File: src/rtl/mem_access_stage_pkg.sv
// Shared definitions for the memory-access pipeline stage:
// function codes, FSM state encoding and default widths.
package mem_access_stage_pkg;

    localparam int DEF_DATA_W  = 16;
    localparam int DEF_ADDR_W  = 16;
    localparam int DEF_REG_W   = 3;
    localparam int DEF_TIMEOUT = 15;

    localparam logic [3:0] FN_LDD = 4'b0001;
    localparam logic [3:0] FN_STD = 4'b0010;
    localparam logic [3:0] FN_ADD = 4'b0011;
    localparam logic [3:0] FN_NOT = 4'b0100;
    localparam logic [3:0] FN_NOP = 4'b0101;

    typedef enum logic {
        ST_IDLE   = 1'b0,
        ST_ACCESS = 1'b1
    } state_t;

    // True for the codes that go out to data memory
    function automatic logic is_mem_op(input logic [3:0] f);
        return (f == FN_LDD) || (f == FN_STD);
    endfunction

    // True for the codes whose result may be written back
    function automatic logic is_wb_op(input logic [3:0] f);
        return (f == FN_ADD) || (f == FN_NOT);
    endfunction

endpackage

File: src/rtl/mem_access_stage.sv
// Memory stage: registers ALU results to writeback and runs LDD/STD
// over a req/ack data-memory port, stalling upstream meanwhile.
// Optional watchdog abort on slow memory: define MEM_TIMEOUT_EN.
module mem_access_stage
    import mem_access_stage_pkg::*;
#(
    parameter int DATA_W  = DEF_DATA_W,
    parameter int ADDR_W  = DEF_ADDR_W,
    parameter int REG_W   = DEF_REG_W,
    parameter int TIMEOUT = DEF_TIMEOUT
) (
    input  logic              clk,
    input  logic              rst,
    input  logic              valid_in,
    input  logic [3:0]        func,
    input  logic [DATA_W-1:0] alu_out,
    input  logic [DATA_W-1:0] store_data,
    input  logic [REG_W-1:0]  dest_reg,
    input  logic              wb_en_in,
    output logic              stall,
    output logic              mem_req,
    output logic              mem_we,
    output logic [ADDR_W-1:0] mem_addr,
    output logic [DATA_W-1:0] mem_wdata,
    input  logic [DATA_W-1:0] mem_rdata,
    input  logic              mem_ack,
    output logic              valid_out,
    output logic              wb_en,
    output logic [REG_W-1:0]  wb_reg,
    output logic [DATA_W-1:0] wb_data,
    output logic              mem_err
);

    if (TIMEOUT < 1) begin : g_bad_timeout
        $error("mem_access_stage: TIMEOUT must be at least 1");
    end

    state_t           state;
    logic [REG_W-1:0] cap_reg;
    logic             cap_wb;

`ifdef MEM_TIMEOUT_EN
    localparam int CNT_W = $clog2(TIMEOUT + 1);
    logic [CNT_W-1:0] to_cnt;
`else
    assign mem_err = 1'b0;
`endif

    // Stage FSM with registered handshake and writeback outputs
    always_ff @(posedge clk) begin
        if (!rst) begin
            state     <= ST_IDLE;
            stall     <= 1'b0;
            mem_req   <= 1'b0;
            mem_we    <= 1'b0;
            mem_addr  <= '0;
            mem_wdata <= '0;
            valid_out <= 1'b0;
            wb_en     <= 1'b0;
            wb_reg    <= '0;
            wb_data   <= '0;
            cap_reg   <= '0;
            cap_wb    <= 1'b0;
`ifdef MEM_TIMEOUT_EN
            mem_err   <= 1'b0;
            to_cnt    <= '0;
`endif
        end else begin
            valid_out <= 1'b0;
            wb_en     <= 1'b0;
`ifdef MEM_TIMEOUT_EN
            mem_err   <= 1'b0;
`endif
            unique case (state)
                ST_IDLE: begin
                    if (valid_in && is_mem_op(func)) begin
                        state     <= ST_ACCESS;
                        stall     <= 1'b1;
                        mem_req   <= 1'b1;
                        mem_we    <= (func == FN_STD);
                        mem_addr  <= alu_out[ADDR_W-1:0];
                        mem_wdata <= store_data;
                        cap_reg   <= dest_reg;
                        cap_wb    <= wb_en_in;
`ifdef MEM_TIMEOUT_EN
                        to_cnt    <= '0;
`endif
                    end else if (valid_in) begin
                        valid_out <= 1'b1;
                        wb_data   <= alu_out;
                        wb_reg    <= dest_reg;
                        wb_en     <= wb_en_in & is_wb_op(func);
                    end
                end
                ST_ACCESS: begin
                    if (mem_ack) begin
                        state     <= ST_IDLE;
                        stall     <= 1'b0;
                        mem_req   <= 1'b0;
                        valid_out <= 1'b1;
                        wb_reg    <= cap_reg;
                        wb_en     <= cap_wb & ~mem_we;
                        wb_data   <= mem_we ? '0 : mem_rdata;
                    end
`ifdef MEM_TIMEOUT_EN
                    else if (to_cnt == CNT_W'(TIMEOUT - 1)) begin
                        state     <= ST_IDLE;
                        stall     <= 1'b0;
                        mem_req   <= 1'b0;
                        valid_out <= 1'b1;
                        mem_err   <= 1'b1;
                        wb_reg    <= cap_reg;
                    end else begin
                        to_cnt    <= to_cnt + 1'b1;
                    end
`endif
                end
                default: state <= ST_IDLE;
            endcase
        end
    end

endmodule

File: config.mk
export PLATFORM = sky130hd
export DESIGN_NAME = mem_access_stage
export DESIGN_NICKNAME = d
export VERILOG_FILES = /design/src/rtl/mem_access_stage_pkg.sv /design/src/rtl/mem_access_stage.sv
export SDC_FILE = /design/constraint.sdc
export NUM_CORES = 1
export LEC_CHECK = 0
export CAP_MARGIN = 20
export CORE_MARGIN = 5
export CORE_UTILIZATION = 42
export DETAILED_ROUTE_END_ITERATION = 10
export PLACE_DENSITY = 0.81
export SETUP_SLACK_MARGIN = 0.5
export SYNTH_ARGS = -nofsm -noshare
export SYNTH_HDL_FRONTEND = slang
export SYNTH_SLANG_ARGS = --single-unit
File: constraint.sdc
create_clock -name clk -period 1.8 [get_ports clk]
set_input_delay 0.36 -clock clk [delete_from_list [all_inputs] [get_ports clk]]
set_output_delay 0.36 -clock clk [all_outputs]
set_load 0.05 [all_outputs]
* After elaboration in Yosys (flattened, before gate mapping)
Index checks and enable logic that the tools add are counted.
** Cells by class
- Muxes and demuxes :: 23
- Bitwise logic cells :: 4
- Reductions and logical operators :: 6
- Equal/unequal tests :: 8
** Operators with widths (count)
- $mux W16 :: 4
- $pmux W16 S2 :: 1
- $mux W1 :: 10
- $mux W3 :: 3
- $eq A4 B2 Y1 const B :: 2
- $ne A2 B2 Y1 const B :: 4
- $pmux W1 S2 :: 4
- $pmux W3 S2 :: 1
- $eq A4 B1 Y1 const B :: 1
- $eq A4 B3 Y1 const B :: 1
- $reduce_and A2 Y1 :: 2
- $reduce_and A3 Y1 :: 1
- $and A1 B1 Y1 :: 2
- $logic_or A1 B1 Y1 :: 2
- $not A1 Y1 :: 2
- $logic_and A1 B1 Y1 :: 1
** Word-level totals
- Input bits :: 60
- Output and inout bits :: 57
- Register bits :: 60

* Logic depth before layout (Yosys ltp)
- Word-level depth :: 6
- Mapped depth :: 6

* Least setup slack after synthesis
OpenSTA, ideal clock, no wires.
- Kind :: register to register
- Start point :: reg state
- End point :: reg cap_reg[2]
- Setup slack :: 0.219 ns
- Library setup time :: 0.132 ns
- Required time :: 1.668 ns
- Arrival time :: 1.449 ns
- Stages on the path, launching flop included :: 7
- Period minus slack after synthesis :: 1.581 ns
- Cells stage by stage :: dfxtp_1 > buf_2 > or4b_1 > buf_2 > buf_2 > o21ai_0 > a21oi_1
** On the way
- Cells in the longest elaborated chain, start to end :: 2
** Ends and longest elaborated chain
- start, declared :: line mem_access_stage.sv:38 : state_t state;
- start signal, assigned :: line mem_access_stage.sv:52 : state <= ST_IDLE;
- start signal, assigned :: line mem_access_stage.sv:77 : state <= ST_ACCESS;
- start signal, assigned :: line mem_access_stage.sv:97 : state <= ST_IDLE;
- $not A1 Y1 (no source line)
- $reduce_and A2 Y1 (no source line)
- end signal, assigned :: line mem_access_stage.sv:83 : cap_reg <= dest_reg;
- end, declared :: line mem_access_stage.sv:39 : logic [REG_W-1:0] cap_reg;
No other way between the ends.
A chain may end at the register's enable or synchronous reset.

* Worst setup path after layout
- Start point :: reg state
- End point :: reg cap_reg[0]
The elaborated chain is that of the path after synthesis.

==> impl_metrics.py <==
metrics = {
    "worst_setup_path": {
        "crit_slowest_cell": "or4b_4",
        "r2r-start": "state$_SDFF_PN0_",
        "cpLargestDelayFamily": "simple AND/OR/NAND/NOR gates",
        "slowest_delay_ps": 590,
        "critPathMaxFanout": 6,
        "startpoint": "state$_SDFF_PN0_",
        "crit_chain": "or4b_4, clkbuf_16, o21ai_1, a21oi_1",
        "start_kind": "flop",
        "worst_setup_path_end_kind": "flop",
        "critical_path_arrival_ps": 1730,
        "crit_type": "flop to flop",
        "required_ps": 2010,
        "crit_buf_inv": 1,
    },
    "routing": {
        "wl_per_cell_microns": 18.2,
        "drcViolationCount": 0,
        "num_vias": 2974,
        "ant_nets": 0,
        "drt_iter0_markers": 177,
        "first_pass_iters": 5,
        "vias_per_cell": 5.61,
        "routed_wirelength_microns": 9650,
    },
    "sta": {
        "fmax_mhz": 660,
        "fin_ws_ps": 284,
        "finalHoldViolCount": 0,
        "rsz0062_at_grt": "yes",
        "slew_violations": 0,
        "skew_ps": 6.27,
        "whs_ps": 463,
        "relSlewSlack_pct": 63.8,
        "max_slew.worst_pin.slew_ps": 544,
        "post-route-period-util_pct": 84.2,
        "min_period_ps": 1520,
        "finalSetupViolCount": 0,
    },
    "place": {
        "dp_hpwl_microns": 6010,
        "pre_cts_ws_ps": -172,
        "place_congestion": 0.859,
        "io_buffers": 115,
    },
    "min_path": {
        "min_path_type": "flop to flop",
        "hp-start": "mem_wdata[11]$_SDFFE_PN0P_",
    },
    "die": {
        "placementRows": 29,
        "core_area_sq_um": 6310,
        "die_area_sq_um": 8150,
        "ios": 117,
        "die_w_microns": 90.3,
        "dieHeight_microns": 90.3,
        "start_util_pct": 42.9,
    },
    "job": {
        "drv_cap": 0,
    },
    "yosys": {
        "ys_warn_count": 0,
        "netlist_area_sq_um": 2710,
        "yosysTopAreaCell": "dfxtp_1",
        "synthTopCellsByArea": "dfxtp_1, a21oi_1, mux2i_1, nand3_1, o21ai_0",
        "yosys.cell_count.top_type": "dfxtp_1",
        "synth_nets": 379,
        "syn_area_per_cell_sq_um": 8.49,
        "synth.yosys.seq_area_share_pct": 44.4,
        "yosys_most_used_dff": "dfxtp_1",
        "ys_ff_latch": 60,
        "syn-instance-count": 319,
        "synth_edf_count": 0,
        "synthTopCellsByCount": "dfxtp_1, a21oi_1, nand3_1, o21ai_0",
        "synth_top_cell_area_share_pct": 44.4,
        "async_reset_ff_share_pct": 0,
        "ys_types": 30,
    },
    "power": {
        "vdd_ir_drop_max_v": 0.000538,
        "p_leak_uw": 0.00188,
        "powerDensity_nw_per_um2": 837,
    },
    "grt": {
        "antenna_found_initial": 0,
        "grt_max_degree": 40,
        "gr-total-overflow": 0,
        "track_usage_pct": 22.0,
        "grt_pass1_vias": 2973,
        "grt_first_pass_wirelength_microns": 14800,
    },
    "clock_tree": {
        "clkSlewWorstSetupHoldPaths_ps": 80,
        "ctsLongestPathBuffers": 2,
        "cts_root_buf": "clkbuf_8",
        "clkLatencyLatePin_ps": 340,
        "htree_levels": 3,
        "cts_tree": "yes",
        "postCtsHoldBufs": 0,
        "cts_buffers": 9,
        "cts_sinks": 60,
    },
    "outcome": {
        "status": "complete, no violations",
    },
    "cells_and_area": {
        "final_layout_size_suffix_gt1_share_pct": 33.6,
        "diodes": 0,
        "final_nets": 508,
        "area_delta_synth_final_pct": 68.5,
        "reg_top3": "mem_addr (16), mem_wdata (16), wb_data (16)",
    },
}
## report_power, final
group / switching [uW] / internal (uW)
registers: 37.5 / 1380
logic: 511 / 384
clock network: 571 / 928
## what timing repair did
| item | CTS | global route |
|---|---|---|
| buffers inserted | 7 | 2 |
| setup endpoints to repair | 61 | 64 |
| pin swaps | 2 | 12 |
| gates cloned | 4 | 4 |
| resized for setup | 24 | 53 |
## layout make-up
type | count | area (sq um)
clock buffer | 9 | 124
timing repair buffer | 151 | 1470
inverter | 2 | 10.0
tap | 77 | 96.3
fill | 467 | 1750
multi-input combinational | 224 | 1530
sequential | 60 | 1210
clock inverter | 7 | 124
## layer usage
layer / GRT usage (%) / wire length, microns / share of wire, %
met5: 0 / 0 / 0
met4: 10.0 / 272 / 2.8
met3: 4.50 / 492 / 5.1
met2: 36.8 / 4990 / 52
met1: 27.0 / 3900 / 40
## path summary, 6_finish.rpt
check | end | slack [ps] | cells after the start
setup reg to reg | cap_reg[0]$_SDFFE_PN0P_ | 280 | 4
setup / recovery | cap_reg[0]$_SDFFE_PN0P_ | 280 | 4
hold / removal | mem_wdata[11]$_SDFFE_PN0P_ | 460 | 2
hold reg to reg | mem_wdata[11]$_SDFFE_PN0P_ | 460 | 2
## cell families (layout without fill, tap and decap cells)
kind of cell	after synthesis	count (layout)	synth area share, %
XOR/XNOR	2	2	1.20
other	1	1	0.138
buffers and inverters	35	169	6.19
flip-flops	60	60	44.4
AND/OR/NAND/NOR	103	103	19.2
multiplexers	20	20	7.44
AO/OA/AOI/OAI	98	98	21.5
## layout by cell type (no fill, tap or decap), types with 2 or more instances in the layout
cell / netlist / layout
a211o_1: 16 / 16
a21oi_1: 39 / 31
a21oi_2: 0 / 8
buf_12: 0 / 4
buf_4: 2 / 70
buf_6: 2 / 9
buf_8: 0 / 3
bufinv_16: 0 / 3
clkbuf_16: 0 / 4
clkbuf_8: 0 / 9
clkdlybuf4s50_1: 0 / 53
clkinv_4: 0 / 2
dfxtp_1: 60 / 55
dfxtp_2: 0 / 3
dfxtp_4: 0 / 2
dlygate4sd2_1: 0 / 5
mux2i_1: 19 / 19
nand2_1: 21 / 19
nand2_4: 0 / 2
nand2b_1: 21 / 21
nand3_1: 37 / 36
nor2_1: 17 / 16
o211ai_1: 3 / 3
o21ai_0: 33 / 2
o21ai_1: 5 / 18
o21ai_2: 0 / 16
o21ai_4: 0 / 2
## metrics by stage
stage | instance area (sq um) | cells | TNS, ps | utilization [%] | total power (uW)
floorplan | 2760 | 319 | 0 | - | 1900
global placement | 3870 | 497 | -4390 | 61.3 | 2220
detailed placement | 3870 | 497 | -6580 | 61.3 | 2230
CTS | 4270 | 524 | 0 | 67.7 | 3760
global route | 4560 | 530 | 0 | 72.3 | 3950
finish | 4560 | 530 | 0 | 72.3 | 3820
## worst min-delay path, stage by stage (launching register included)
cell and delay, ps:
dfxtp_1 320, o21ai_2 50, a21oi_1 50
Note: power is estimated with default switching activity, not from simulation.
